==> config.mk <==
export PLATFORM = sky130hd
export DESIGN_NAME = intctl85
export DESIGN_NICKNAME = d
export VERILOG_FILES = /design/src/rtl/intctl85.sv
export SDC_FILE = /design/constraint.sdc
export NUM_CORES = 1
export LEC_CHECK = 0
export ABC_AREA = 1
export CELL_PAD_IN_SITES_DETAIL_PLACEMENT = 2
export CELL_PAD_IN_SITES_GLOBAL_PLACEMENT = 2
export CORE_MARGIN = 8
export CORE_UTILIZATION = 22
export DETAILED_ROUTE_END_ITERATION = 10
export PLACE_DENSITY_LB_ADDON = 0.1
export SYNTH_ARGS = -nofsm -noshare
export SYNTH_HDL_FRONTEND = slang
export SYNTH_SLANG_ARGS = --single-unit
==> constraint.sdc <==
create_clock -name clk -period 1.35 [get_ports clk]
set_clock_uncertainty 0.05 [all_clocks]
set_input_delay 0.405 -clock clk [delete_from_list [all_inputs] [get_ports clk]]
set_output_delay 0.405 -clock clk [all_outputs]
set_load 0.01 [all_outputs]
==> src/rtl/intctl85.sv <==
// intctl85 - vectored interrupt controller for core85 INTR/INTA_.
//   Latches rising edges on NIRQ request lines and picks the lowest-index
//   unmasked line, with fully nested in-service blocking. It raises intr and,
//   during the INTA_ cycle, drives a one-byte RST opcode.
//   Line k maps to RST(RSTBASE+k).
// Ports:
//   clk, rst       clock, synchronous active-high reset
//   irq[NIRQ]      rising-edge requests, synchronous to clk
//   inta_          core85 interrupt acknowledge, active-low
//   cfg_wr/addr    config write: addr 0 = mask (1 = masked), addr 1 = EOI
//   cfg_data[8]    config write data
//   intr           interrupt request to core85
//   data_out/oe    opcode byte and its bus enable
//   pending/insvc  status: latched requests / in-service levels
// Build option: INTCTL85_AUTO_EOI_EN - levels never enter service, EOI ignored.

module intctl85_lane (
  input  logic clk,
  input  logic rst,
  input  logic irq,
  input  logic clr,
  output logic pend
);
  logic irq_q;

  // A new edge outranks a clear in the same clk, so the request is not lost.
  always_ff @(posedge clk) begin
    if (rst) begin
      irq_q <= 1'b0;
      pend  <= 1'b0;
    end else begin
      irq_q <= irq;
      if (irq && !irq_q) pend <= 1'b1;
      else if (clr)      pend <= 1'b0;
    end
  end
endmodule

module intctl85 #(
  parameter int NIRQ    = 4,
  parameter int RSTBASE = 4
) (
  input  logic            clk,
  input  logic            rst,
  input  logic [NIRQ-1:0] irq,
  input  logic            inta_,
  input  logic            cfg_wr,
  input  logic            cfg_addr,
  input  logic [7:0]      cfg_data,
  output logic            intr,
  output logic [7:0]      data_out,
  output logic            data_oe,
  output logic [NIRQ-1:0] pending,
  output logic [NIRQ-1:0] insvc
);
  localparam int SW = (NIRQ > 1) ? $clog2(NIRQ) : 1;

  typedef enum logic [1:0] {IDLE, REQ, ACK} state_t;

  state_t          state, state_n;
  logic [NIRQ-1:0] mask, insvc_n, cand, pend_clr;
  logic [SW-1:0]   sel, ins_lo, vec, vec_n;
  logic            cand_any, ins_any, cand_ok, ack_done;
  logic            intr_n, oe_n;
  logic [7:0]      dout_n, rst_num;

  for (genvar k = 0; k < NIRQ; k++) begin : g_lane
    intctl85_lane u_lane (
      .clk  (clk),
      .rst  (rst),
      .irq  (irq[k]),
      .clr  (pend_clr[k]),
      .pend (pending[k])
    );
  end

  // Lowest-index set bit wins: iterate downward so the last hit is the lowest.
  always_comb begin
    cand     = pending & ~mask;
    sel      = '0;
    cand_any = 1'b0;
    ins_lo   = '0;
    ins_any  = 1'b0;
    for (int i = NIRQ - 1; i >= 0; i--) begin
      if (cand[i]) begin
        sel      = SW'(i);
        cand_any = 1'b1;
      end
      if (insvc[i]) begin
        ins_lo  = SW'(i);
        ins_any = 1'b1;
      end
    end
`ifdef INTCTL85_AUTO_EOI_EN
    cand_ok = cand_any;
`else
    // Fully nested: any in-service level at equal or higher priority blocks.
    cand_ok = cand_any && (!ins_any || (ins_lo > sel));
`endif
  end

  assign rst_num  = 8'(RSTBASE) + 8'(sel);
  assign ack_done = (state == ACK) && inta_;

  always_comb begin
    pend_clr = '0;
    if (ack_done) pend_clr[vec] = 1'b1;
  end

  always_comb begin
    state_n = state;
    vec_n   = vec;
    oe_n    = 1'b0;
    dout_n  = 8'h00;
    case (state)
      IDLE: begin
        // Spurious acknowledge: answer with a NOP and do not move.
        if (!inta_)       oe_n    = 1'b1;
        else if (cand_ok) state_n = REQ;
      end
      REQ: begin
        if (!cand_ok) state_n = IDLE;
        else if (!inta_) begin
          state_n = ACK;
          vec_n   = sel;
          oe_n    = 1'b1;
          dout_n  = 8'hC7 | (rst_num << 3);
        end
      end
      ACK: begin
        if (inta_) state_n = IDLE;
        else begin
          oe_n   = 1'b1;
          dout_n = data_out;
        end
      end
      default: state_n = IDLE;
    endcase
    intr_n = (state_n == REQ);
  end

  always_comb begin
    insvc_n = insvc;
`ifdef INTCTL85_AUTO_EOI_EN
    insvc_n = '0;
`else
    if (cfg_wr && cfg_addr && ins_any) insvc_n[ins_lo] = 1'b0;
    if (ack_done)                      insvc_n[vec]    = 1'b1;
`endif
  end

  always_ff @(posedge clk) begin
    if (rst) begin
      state    <= IDLE;
      vec      <= '0;
      intr     <= 1'b0;
      data_oe  <= 1'b0;
      data_out <= 8'h00;
      mask     <= '1;
      insvc    <= '0;
    end else begin
      state    <= state_n;
      vec      <= vec_n;
      intr     <= intr_n;
      data_oe  <= oe_n;
      data_out <= dout_n;
      insvc    <= insvc_n;
      if (cfg_wr && !cfg_addr) mask <= cfg_data[NIRQ-1:0];
    end
  end
endmodule
==> out/results.tsv, run 1 <==
metric	value	unit
fin_crit_sh	1.226	
synth_cell_types	22	
die_area	7698	µm²
dp_hpwl	2.987	mm
final_antenna_net_count	0	
synth_top_area_frac	0.4420	
numCtsBuffers	3	
dr.first_iter.drc_count	10	
hold_depth	2	
synth_flop_cell	dfxtp_1	
numPortBuffers	30	
num-nets-final	217	
maxSlewViolCount	0	
ir_drop	0.3757	mV
startpoint_type	flop	
grt_pass1_wl	5.727	mm
crit_chain	inv_2 -> nor2_2 -> nand2_2 -> a21oi_4 -> ha_4 -> nand2_2 -> nand2_2 -> nand2_4 -> nand4_1 -> a21oi_2	
power.density	790.2	nW/µm²
gp_congestion	0.7589	
insertedDiodeCount	0	
r2r_end	vec[1]	
end_kind	flop	
p_leak	0.7781	nW
yosys-top-cells-area	dfxtp_1 (44%), nand2_1 (8.3%), a21oi_1 (6.6%)	
io_pins	35	
post-place-ws	-0.4509	ns
fmax	604.2	MHz
cp_num_buf_inv	1	
fin_crit	1.655	ns
grt_max_degree	15	
yosysTopAreaCell	dfxtp_1	
start_util	0.2246	
synth_edf_count	0	
grt_antenna_before_repair	0	
async_flop_share	0	
synth_area	1132	µm²
routedWlPerCell	13.46	µm
maxCapViolations	0	
syn_nets	166	
areaGrowthSynthToFinish	64.64	%
hold_start	data_out[4]	
grt_overflow_total	0	
hold_buffers	0	
status	finished, violations left	
totalWireLength	3.595	mm
slowest_delay	0.36	ns
placedInstanceArea	1667	µm²
synthTopCellsByCount	dfxtp_1 (25), nand2_1 (25), inv_1 (19)	
slowest_stage	dfxtp_2	
hold_violations	0	
path_class	flop to flop	
clock_sinks	25	
critPathMaxFanout	4	
path_delay_family	simple AND/OR/NAND/NOR gates	
final.setup.worst_slack	-0.3050	ns
layout-drive-gt1-share	0.5178	
cts.htree.levels	1	
yosysWarnings	0	
rows	26	
core_area	5042	µm²
r2r_slack	-0.31	ns
hold_path_class	flop to flop	
synthCells	147	
synth_seq_area_share	0.4420	
grt_pass1_vias	1250	
die_h	87.74	µm
slew_headroom	0.7758	
fin_cells	267	
n_fill_cell	559	
hold_path_end	data_out[4]	
grt_use_total	0.09647	
vias	1094	
cts-root-buf	clkbuf_8	
drt_first_pass_iters	2	
tightestPinTransition	0.3344	ns
dp.cells	260	
post-route-cell-area	1864	µm²
ff2ff_path_depth	10	
rsz0062_at_grt	true	
cts_tree	yes	
worst_path_most_repeated_cell	nand2_2	
clock_latency	0.27	ns
drc	0	
clockBufferDepth	2	
ys_seq_elements	25	
synth_area_per_cell	7.703	µm²
via_per_inst	4.097	
die_w	87.74	µm
r2r-start	g_lane[3].u_lane.pend	
clk_pin_slew	0.09	ns
finalSetupViolations	9	
violations	negative setup slack	
crit_arrival	1.81	ns
crit_required	1.50	ns
cell usage in the layout, fill, tap and decap left out, types with 2 or more instances in the layout:
cell type        count
a21oi_1             10
a21oi_2              5
buf_2                2
buf_4               25
buf_6                8
clkbuf_8             3
clkdlybuf4s15_1      2
clkdlybuf4s15_2      6
clkdlybuf4s50_1     11
clkinv_2             2
dfxtp_1             14
dfxtp_2              7
dfxtp_4              4
dlygate4sd2_1        2
ha_4                 2
inv_1               17
inv_2                7
nand2_1             14
nand2_2             12
nand2_4              4
nand3_1              3
nand3_2              2
nand4_1              2
nor2_1              14
nor2_2               2
nor2_4               2
o211ai_1             4
logic make-up (layout without fill, tap and decap cells):
family,count (synthesis),after routing,synth area share
DFF,25,25,0.4420
adders and majority gates,2,2,0.02210
buffers and inverters,37,87,0.1635
and+or+nand+nor,60,60,0.2586
AOI/OAI and AO/OA,23,23,0.1138
layout make-up:
cell class	instances	area, µm²	area share
multi-input cells	85	594.3	0.3188
repair buffers	57	508.0	0.2725
inverters	26	103.9	0.05570
flip-flops and latches	25	524.3	0.2812
well taps	70	87.58	0.04698
clock inverters	1	5.005	0.002685
clock buffers	3	41.29	0.02215
what timing repair did:
item                                    4_1_cts  5_1_grt
pin swaps                                     2       16
setup buffers                                 1        2
endpoints found under the setup margin       33       27
resized for setup                            70       35
state kept, by name, indices dropped and copies added, names as in the netlist:
name and cells:
vec 2, data_oe 1, insvc 4, data_out 3, mask 4, g_lane.u_lane.irq_q 4
intr 1, state 2, g_lane.u_lane.pend 4
where the power goes:
part / switching [mW] / internal [mW]
registers: 0.0157 / 0.759
clock network: 0.236 / 0.206
logic: 0.120 / 0.136
how the worst max path moves through the flow:
| stage | from | to | slack, ns | cells past startpoint |
|---|---|---|---|---|
| after detailed placement | inta_ | g_lane[3].u_lane.pend | -0.45 | 6 |
| after global placement | inta_ | vec[0] | -0.34 | 5 |
| after CTS | g_lane[3].u_lane.pend | vec[1] | -0.36 | 13 |
| final | g_lane[3].u_lane.pend | vec[1] | -0.31 | 10 |
| after global routing | g_lane[3].u_lane.pend | state[0] | -0.44 | 11 |
| after floorplan | insvc[3] | vec[0] | -0.09 | 10 |
layer usage:
metal / up-vias / routed length, µm / GRT usage
met5: - / 0 / 0
met4: 0 / 44 / 0.03750
met3: 5 / 173 / 0.02720
met2: 18 / 1888 / 0.1737
met1: 521 / 1488 / 0.1033
li1: 550 / - / -
worst reg2reg max path, stage by stage, from the launching register on:
cell and delay (ns):
dfxtp_2 0.36, inv_2 0.04, nor2_2 0.10, nand2_2 0.07, a21oi_4 0.19, ha_4 0.22, nand2_2 0.06, nand2_2 0.06
nand2_4 0.09, nand4_1 0.15, a21oi_2 0.19
per-stage QoR:
stage,TNS [ns],power (mW),utilization,hold slack (ns)
after floorplan,-0.5801,0.8988,-,0.4063
after global placement,-6.180,1.008,0.3305,0.4031
after detailed placement,-7.485,1.021,0.3305,0.4144
after CTS,-2.927,1.469,0.3439,0.4261
after global routing,-3.745,1.563,0.3697,0.4479
final,-2.375,1.473,0.3697,0.4223
(Power assumes the default switching activity.)
==> run 2, diff against run 1 <==
--- a/config.mk
+++ b/config.mk
@@ -10,6 +10,7 @@
 export CELL_PAD_IN_SITES_GLOBAL_PLACEMENT = 2
 export CORE_MARGIN = 8
 export CORE_UTILIZATION = 22
+export CTS_CLUSTER_SIZE = 24
 export DETAILED_ROUTE_END_ITERATION = 10
 export PLACE_DENSITY_LB_ADDON = 0.1
 export SYNTH_ARGS = -nofsm -noshare
==> results of run 2 <==
Final layout, timing and power as in run 1 (identical DEF).
